===== config.mk =====
export PLATFORM = sky130hd
export DESIGN_NAME = run_detector
export DESIGN_NICKNAME = d
export VERILOG_FILES = /design/src/rtl/run_detector.sv
export SDC_FILE = /design/constraint.sdc
export NUM_CORES = 1
export LEC_CHECK = 0
export CAP_MARGIN = 5
export CORE_MARGIN = 10
export CORE_UTILIZATION = 50
export CTS_BUF_LIST = sky130_fd_sc_hd__clkbuf_4 sky130_fd_sc_hd__clkbuf_8
export DETAILED_ROUTE_END_ITERATION = 16
export PLACE_DENSITY = 0.83
export REMOVE_ABC_BUFFERS = 1
export SLEW_MARGIN = 15
export SYNTH_ARGS = -nofsm -noshare
export SYNTH_HDL_FRONTEND = slang
export SYNTH_SLANG_ARGS = --single-unit

===== constraint.sdc =====
create_clock -name Clock -period 2.7 [get_ports Clock]
set_input_delay 0.27 -clock Clock [delete_from_list [all_inputs] [get_ports Clock]]
set_output_delay 0.27 -clock Clock [all_outputs]
set_load 0.02 [all_outputs]

===== src/rtl/run_detector.sv =====
// run_detector: counts consecutive matching serial samples and flags a hit
// once the run reaches THRESH. The match rule is selected by mode:
// ones, zeros, or repeats of the previous bit.
//
// state  | meaning
// -------+-----------------------------------------------------------
// IDLE   | run is 0, no run in progress
// RUN    | 0 < run < THRESH, run building up
// HIT    | run >= THRESH, z high
// BAD    | code 11, never entered; the next edge forces IDLE and run 0
module run_detector #(
  parameter int CW     = 4,
  parameter int THRESH = 2
) (
  input  logic          Clock,
  input  logic          Resetn,
  input  logic          w,
  input  logic          en,
  input  logic [1:0]    mode,
  output logic          z,
  output logic [1:0]    ht,
  output logic [CW-1:0] run,
  output logic          hit_pulse,
  output logic [7:0]    hit_cnt
);

  if (CW < 2 || CW > 8) begin : g_bad_cw
    $error("run_detector: CW must be in 2..8");
  end
  if (THRESH < 1 || THRESH > (1 << CW) - 1) begin : g_bad_thresh
    $error("run_detector: THRESH must be in 1..2^CW-1");
  end

  typedef enum logic [1:0] {
    S_IDLE = 2'b00,
    S_RUN  = 2'b01,
    S_HIT  = 2'b10,
    S_BAD  = 2'b11
  } state_t;

  localparam logic [CW-1:0] RUN_MAX = {CW{1'b1}};
  localparam logic [CW-1:0] RUN_ONE = CW'(1);
  localparam logic [CW-1:0] THR     = CW'(THRESH);

  state_t        state_q, state_d;
  logic [CW-1:0] run_q, run_d;
  logic          last_q, last_d;
  logic          last_valid_q, last_valid_d;
  logic [1:0]    mode_q, mode_d;
  logic          hit_pulse_q, hit_pulse_d;
  logic [7:0]    hit_cnt_q, hit_cnt_d;
  logic          match;

  // Per-sample match term for the selected mode; mode 11 behaves like 00.
  always_comb begin
    match = w;
    case (mode)
      2'b01:   match = ~w;
      2'b10:   match = last_valid_q & (w == last_q);
      default: match = w;
    endcase
  end

  // Next-state, run counter and hit bookkeeping; a mode change wins over a sample.
  always_comb begin
    state_d      = state_q;
    run_d        = run_q;
    last_d       = last_q;
    last_valid_d = last_valid_q;
    mode_d       = mode;
    hit_pulse_d  = 1'b0;
    hit_cnt_d    = hit_cnt_q;

    if (mode != mode_q) begin
      run_d        = '0;
      state_d      = S_IDLE;
      last_valid_d = 1'b0;
    end else if (state_q == S_BAD) begin
      run_d   = '0;
      state_d = S_IDLE;
    end else if (en) begin
      if (match) begin
        run_d = (run_q == RUN_MAX) ? RUN_MAX : run_q + RUN_ONE;
      end else if (mode == 2'b10) begin
        // In equal-bit mode a mismatching bit starts a new run of length 1.
        run_d = RUN_ONE;
      end else begin
        run_d = '0;
      end

      if (run_d == '0) begin
        state_d = S_IDLE;
      end else if (run_d < THR) begin
        state_d = S_RUN;
      end else begin
        state_d = S_HIT;
      end

      if (mode == 2'b10) begin
        last_d       = w;
        last_valid_d = 1'b1;
      end

      if (state_d == S_HIT && state_q != S_HIT) begin
        hit_pulse_d = 1'b1;
        hit_cnt_d   = hit_cnt_q + 8'd1;
      end
    end
  end

  // State and datapath registers with asynchronous active-low clear.
  always_ff @(posedge Clock or negedge Resetn) begin
    if (!Resetn) begin
      state_q      <= S_IDLE;
      run_q        <= '0;
      last_q       <= 1'b0;
      last_valid_q <= 1'b0;
      mode_q       <= 2'b00;
      hit_pulse_q  <= 1'b0;
      hit_cnt_q    <= 8'd0;
    end else begin
      state_q      <= state_d;
      run_q        <= run_d;
      last_q       <= last_d;
      last_valid_q <= last_valid_d;
      mode_q       <= mode_d;
      hit_pulse_q  <= hit_pulse_d;
      hit_cnt_q    <= hit_cnt_d;
    end
  end

  assign z         = (state_q == S_HIT);
  assign ht        = state_q;
  assign run       = run_q;
  assign hit_pulse = hit_pulse_q;
  assign hit_cnt   = hit_cnt_q;

endmodule


==> flow_summary.yaml <==
run_status:
  outcome: "complete, no violations"
synth:
  synth_top_family_by_area: "simple AND/OR/NAND/NOR gates"
  yosys.area_share.simple_pct: 22.5
  syn_avg_cell_area_um2: 10.4
  ys_ff_latch: 19
  netlist-cell-type-count: 31
  synth_compound_area_share_pct: 12.3
  syn-cell-area_mm2: 0.00102
  netlist_instances: 98
  synth.area.mux_share_pct: 4.53
  synth_top_area_cell: "dfrtp_1"
  synth_area_leaders: "dfrtp_1, xnor2_1, ha_1, nand3_1, nand2_1"
  synthAdderAreaFrac_pct: 4.90
  synth_top_area_share_pct: 46.6
  synthXorXnorAreaFrac_pct: 7.72
  ys_warn_count: 0
  yosysSeqAreaShare_pct: 46.6
setup_path:
  cp_num_buf_inv: 2
  worstPathRequired_ns: 2.89
  reg2reg_setup_slack_ns: 0.78
  cp-start-kind: "primary input"
  critPathKind: "in2reg"
  critPathTopFamily: "buffers and inverters"
  cp_slowest_cell: "clkdlybuf4s50_1"
  critPathArrivalTime_ns: 2.23
  worst_path_largest_cell_delay_ns: 0.54
  timing.rr.start: "run[0]"
  crit_start: "mode[0]"
  end_kind: "register"
  worstPathMaxFanout: 8
  rr_worst_depth: 6
  crit_chain: "clkdlybuf4s50_1 -> inv_1 -> ha_1 -> nor2_1 -> o21ai_1 -> a22oi_4 -> nand2_4 -> mux2_4"
  r2r-end: "hit_cnt[1]"
timing:
  setup_viol: 0
  worstMarginPinSlew_ns: 0.832
  finalMaxSlewViolations: 0
  rsz0062_at_grt: "no"
  final-hold-violation-count: 0
  min_period_over_period_pct: 75.7
  final.setup.tns_ns: 0
  period_needed_ns: 2.04
  fmaxAchievable_ghz: 0.489
  slew_headroom_pct: 44.4
  clock_skew_ns: 0.00428
routing:
  totalWireLength_mm: 2.26
  drc_errors: 0
  wl_per_cell_um: 15.2
  drtAntennaViolNets: 0
  initialDrtViolationCount: 19
  first_pass_iters: 4
  viasPerCell: 5.43
  vias: 809
clocking:
  cts_buffers: 3
  holdBufCountCts: 0
  cts_setup_buffers: 0
  cts.root.buffer_cell: "clkbuf_4"
  clock_path_buffers: 2
  cts_resized: 0
  h-tree-depth: 1
  cts_tree: "done"
  clk_pin_slew_ns: 0.11
  clk_latency_ns: 0.29
  cts.sinks: 19
power:
  ir_drop_v: 0.000311
  power_frac_comb_pct: 15.9
  p_clk_share_pct: 27.5
  leakagePower_nw: 0.589
  switching_share_pct: 26.2
  pwr-share-seq_pct: 56.5
  power.switching_mw: 0.143
  internal_power_mw: 0.403
  finalPower_mw: 0.547
  p_per_area_mw_per_mm2: 423
die:
  fp-row-count: 16
  die_area_mm2: 0.00425
  boundaryPins: 22
  initial_utilization_pct: 52.6
  coreArea_mm2: 0.00194
  die_h_um: 65.2
  fp.dieW_um: 65.2
finish:
  synthToLayoutAreaGrowth_pct: 26.5
  final-instance-count-excl-fill: 149
  fillers: 169
  final_util_pct: 66.5
  nets: 133
  layout-drive-gt1-share_pct: 9.84
  antenna_cells: 0
global_route:
  grt_overflow_total: 0
  antenna_found_initial: 0
  grt_max_degree: 20
  grt_pass1_vias: 854
  grt_first_pass_wirelength_mm: 3.88
  grtUsageTotal_pct: 11.3
hold_path:
  hp-class: "in2async"
placed_design:
  place.gp.congestion: 0.877
  placed_cells: 145
  hpwl_mm: 1.75
  io_buffers: 21
flow_run:
  drv_cap: 0
[metal layers]
layer | global-route usage (%) | vias to the layer above | wire length (um)
met1 | 12.5 | 396 | 954
met3 | 5.59 | 2 | 183
met5 | 0 | - | 0
met4 | 4.55 | 0 | 12
met2 | 18.2 | 16 | 1110
li1 | - | 395 | -
[flip-flops by register name, summed over array words and instances, names as in the netlist]
register	count
hit_pulse	1
mode_q	2
last_valid_q	1
last_q	1
ht	2
hit_cnt	8
run	4
[worst reg2reg max path, stage by stage (launching register included)]
cell     delay [ns]
dfrtp_1        0.46
ha_1           0.30
or2_2          0.32
o21ai_1        0.19
a22oi_4        0.15
nand2_4        0.12
mux2_4         0.29
[power by group through the flow]
| stage | logic, mW | clock network (mW) | registers (mW) |
|---|---|---|---|
| final | 0.0872 | 0.150 | 0.309 |
| after global routing | 0.0965 | 0.172 | 0.312 |
| after CTS | 0.0884 | 0.159 | 0.309 |
| after detailed placement | 0.0877 | 0 | 0.315 |
| after global placement | 0.0850 | 0 | 0.314 |
| after floorplan | 0.0430 | 0 | 0.318 |
[cells by family (layout without fill, tap and decap cells)]
kind of cell,count (synthesis),in the layout
simple gates,40,40
flops,19,19
compound gates,18,18
xor+xnor,9,9
fa+ha+maj,4,4
mux,4,4
buf+inv,4,28
[per-stage QoR]
stage                     hold slack [ns]  worst slack [ns]  area, um^2
after CTS                           0.477             0.673        1290
after floorplan                   -0.0256             0.864        1020
after global placement              0.462             0.433        1260
final                               0.449             0.657        1290
after detailed placement            0.478             0.351        1260
after global routing                0.495             0.562        1290
[layout make-up]
class                      instances  area [um^2]  share of cell area [%]
timing repair buffer              21          210                    16.3
tap                               27         33.8                    2.62
sequential                        19          475                    36.8
clock buffer                       4         30.0                    2.33
inverter                           3         11.3                   0.872
multi-input combinational         75          531                    41.1
[worst max path at each step]
stage / end / depth (start not counted)
after detailed placement: hit_cnt[1] / 8
after floorplan: hit_cnt[1] / 6
after global placement: hit_cnt[1] / 8
after global routing: hit_cnt[1] / 8
after CTS: hit_cnt[1] / 8
final: hit_cnt[1] / 8
[layout by cell type (no fill, tap or decap), drive strengths merged]
master         Yosys  routed
clkdlybuf4s50      0      21
dfrtp             19      19
nand2             10      10
nand3              8       8
xnor2              7       7
nor2               6       6
a21oi              5       5
o21ai              5       5
and3               4       4
ha                 4       4
clkbuf             1       4
inv                3       3
nand2b             3       3
nand4              3       3
xor2               2       2
a211oi             2       2
a31oi              2       2
mux2i              2       2
mux2               2       2
nor2b              1       1
nor4b              1       1
and3b              1       1
and2               1       1
or2                1       1
a22oi              1       1
a21bo              1       1
a21o               1       1
a31o               1       1
and4               1       1
[synth_stat cells (all sizes together)]
master and instances:
nand3 8, a21oi 5, or2 1, dfrtp 19
a21bo 1, nand2 10, mux2i 2, inv 3
nor2 6, a211oi 2, a31oi 2, xor2 2
nand2b 3, xnor2 7, and2 1, clkbuf 1
nor2b 1, mux2 2, nor4b 1, nand4 3
and3b 1, and4 1, o21ai 5, and3 4
a21o 1, a31o 1, a22oi 1, ha 4
(Power assumes the default switching activity.)
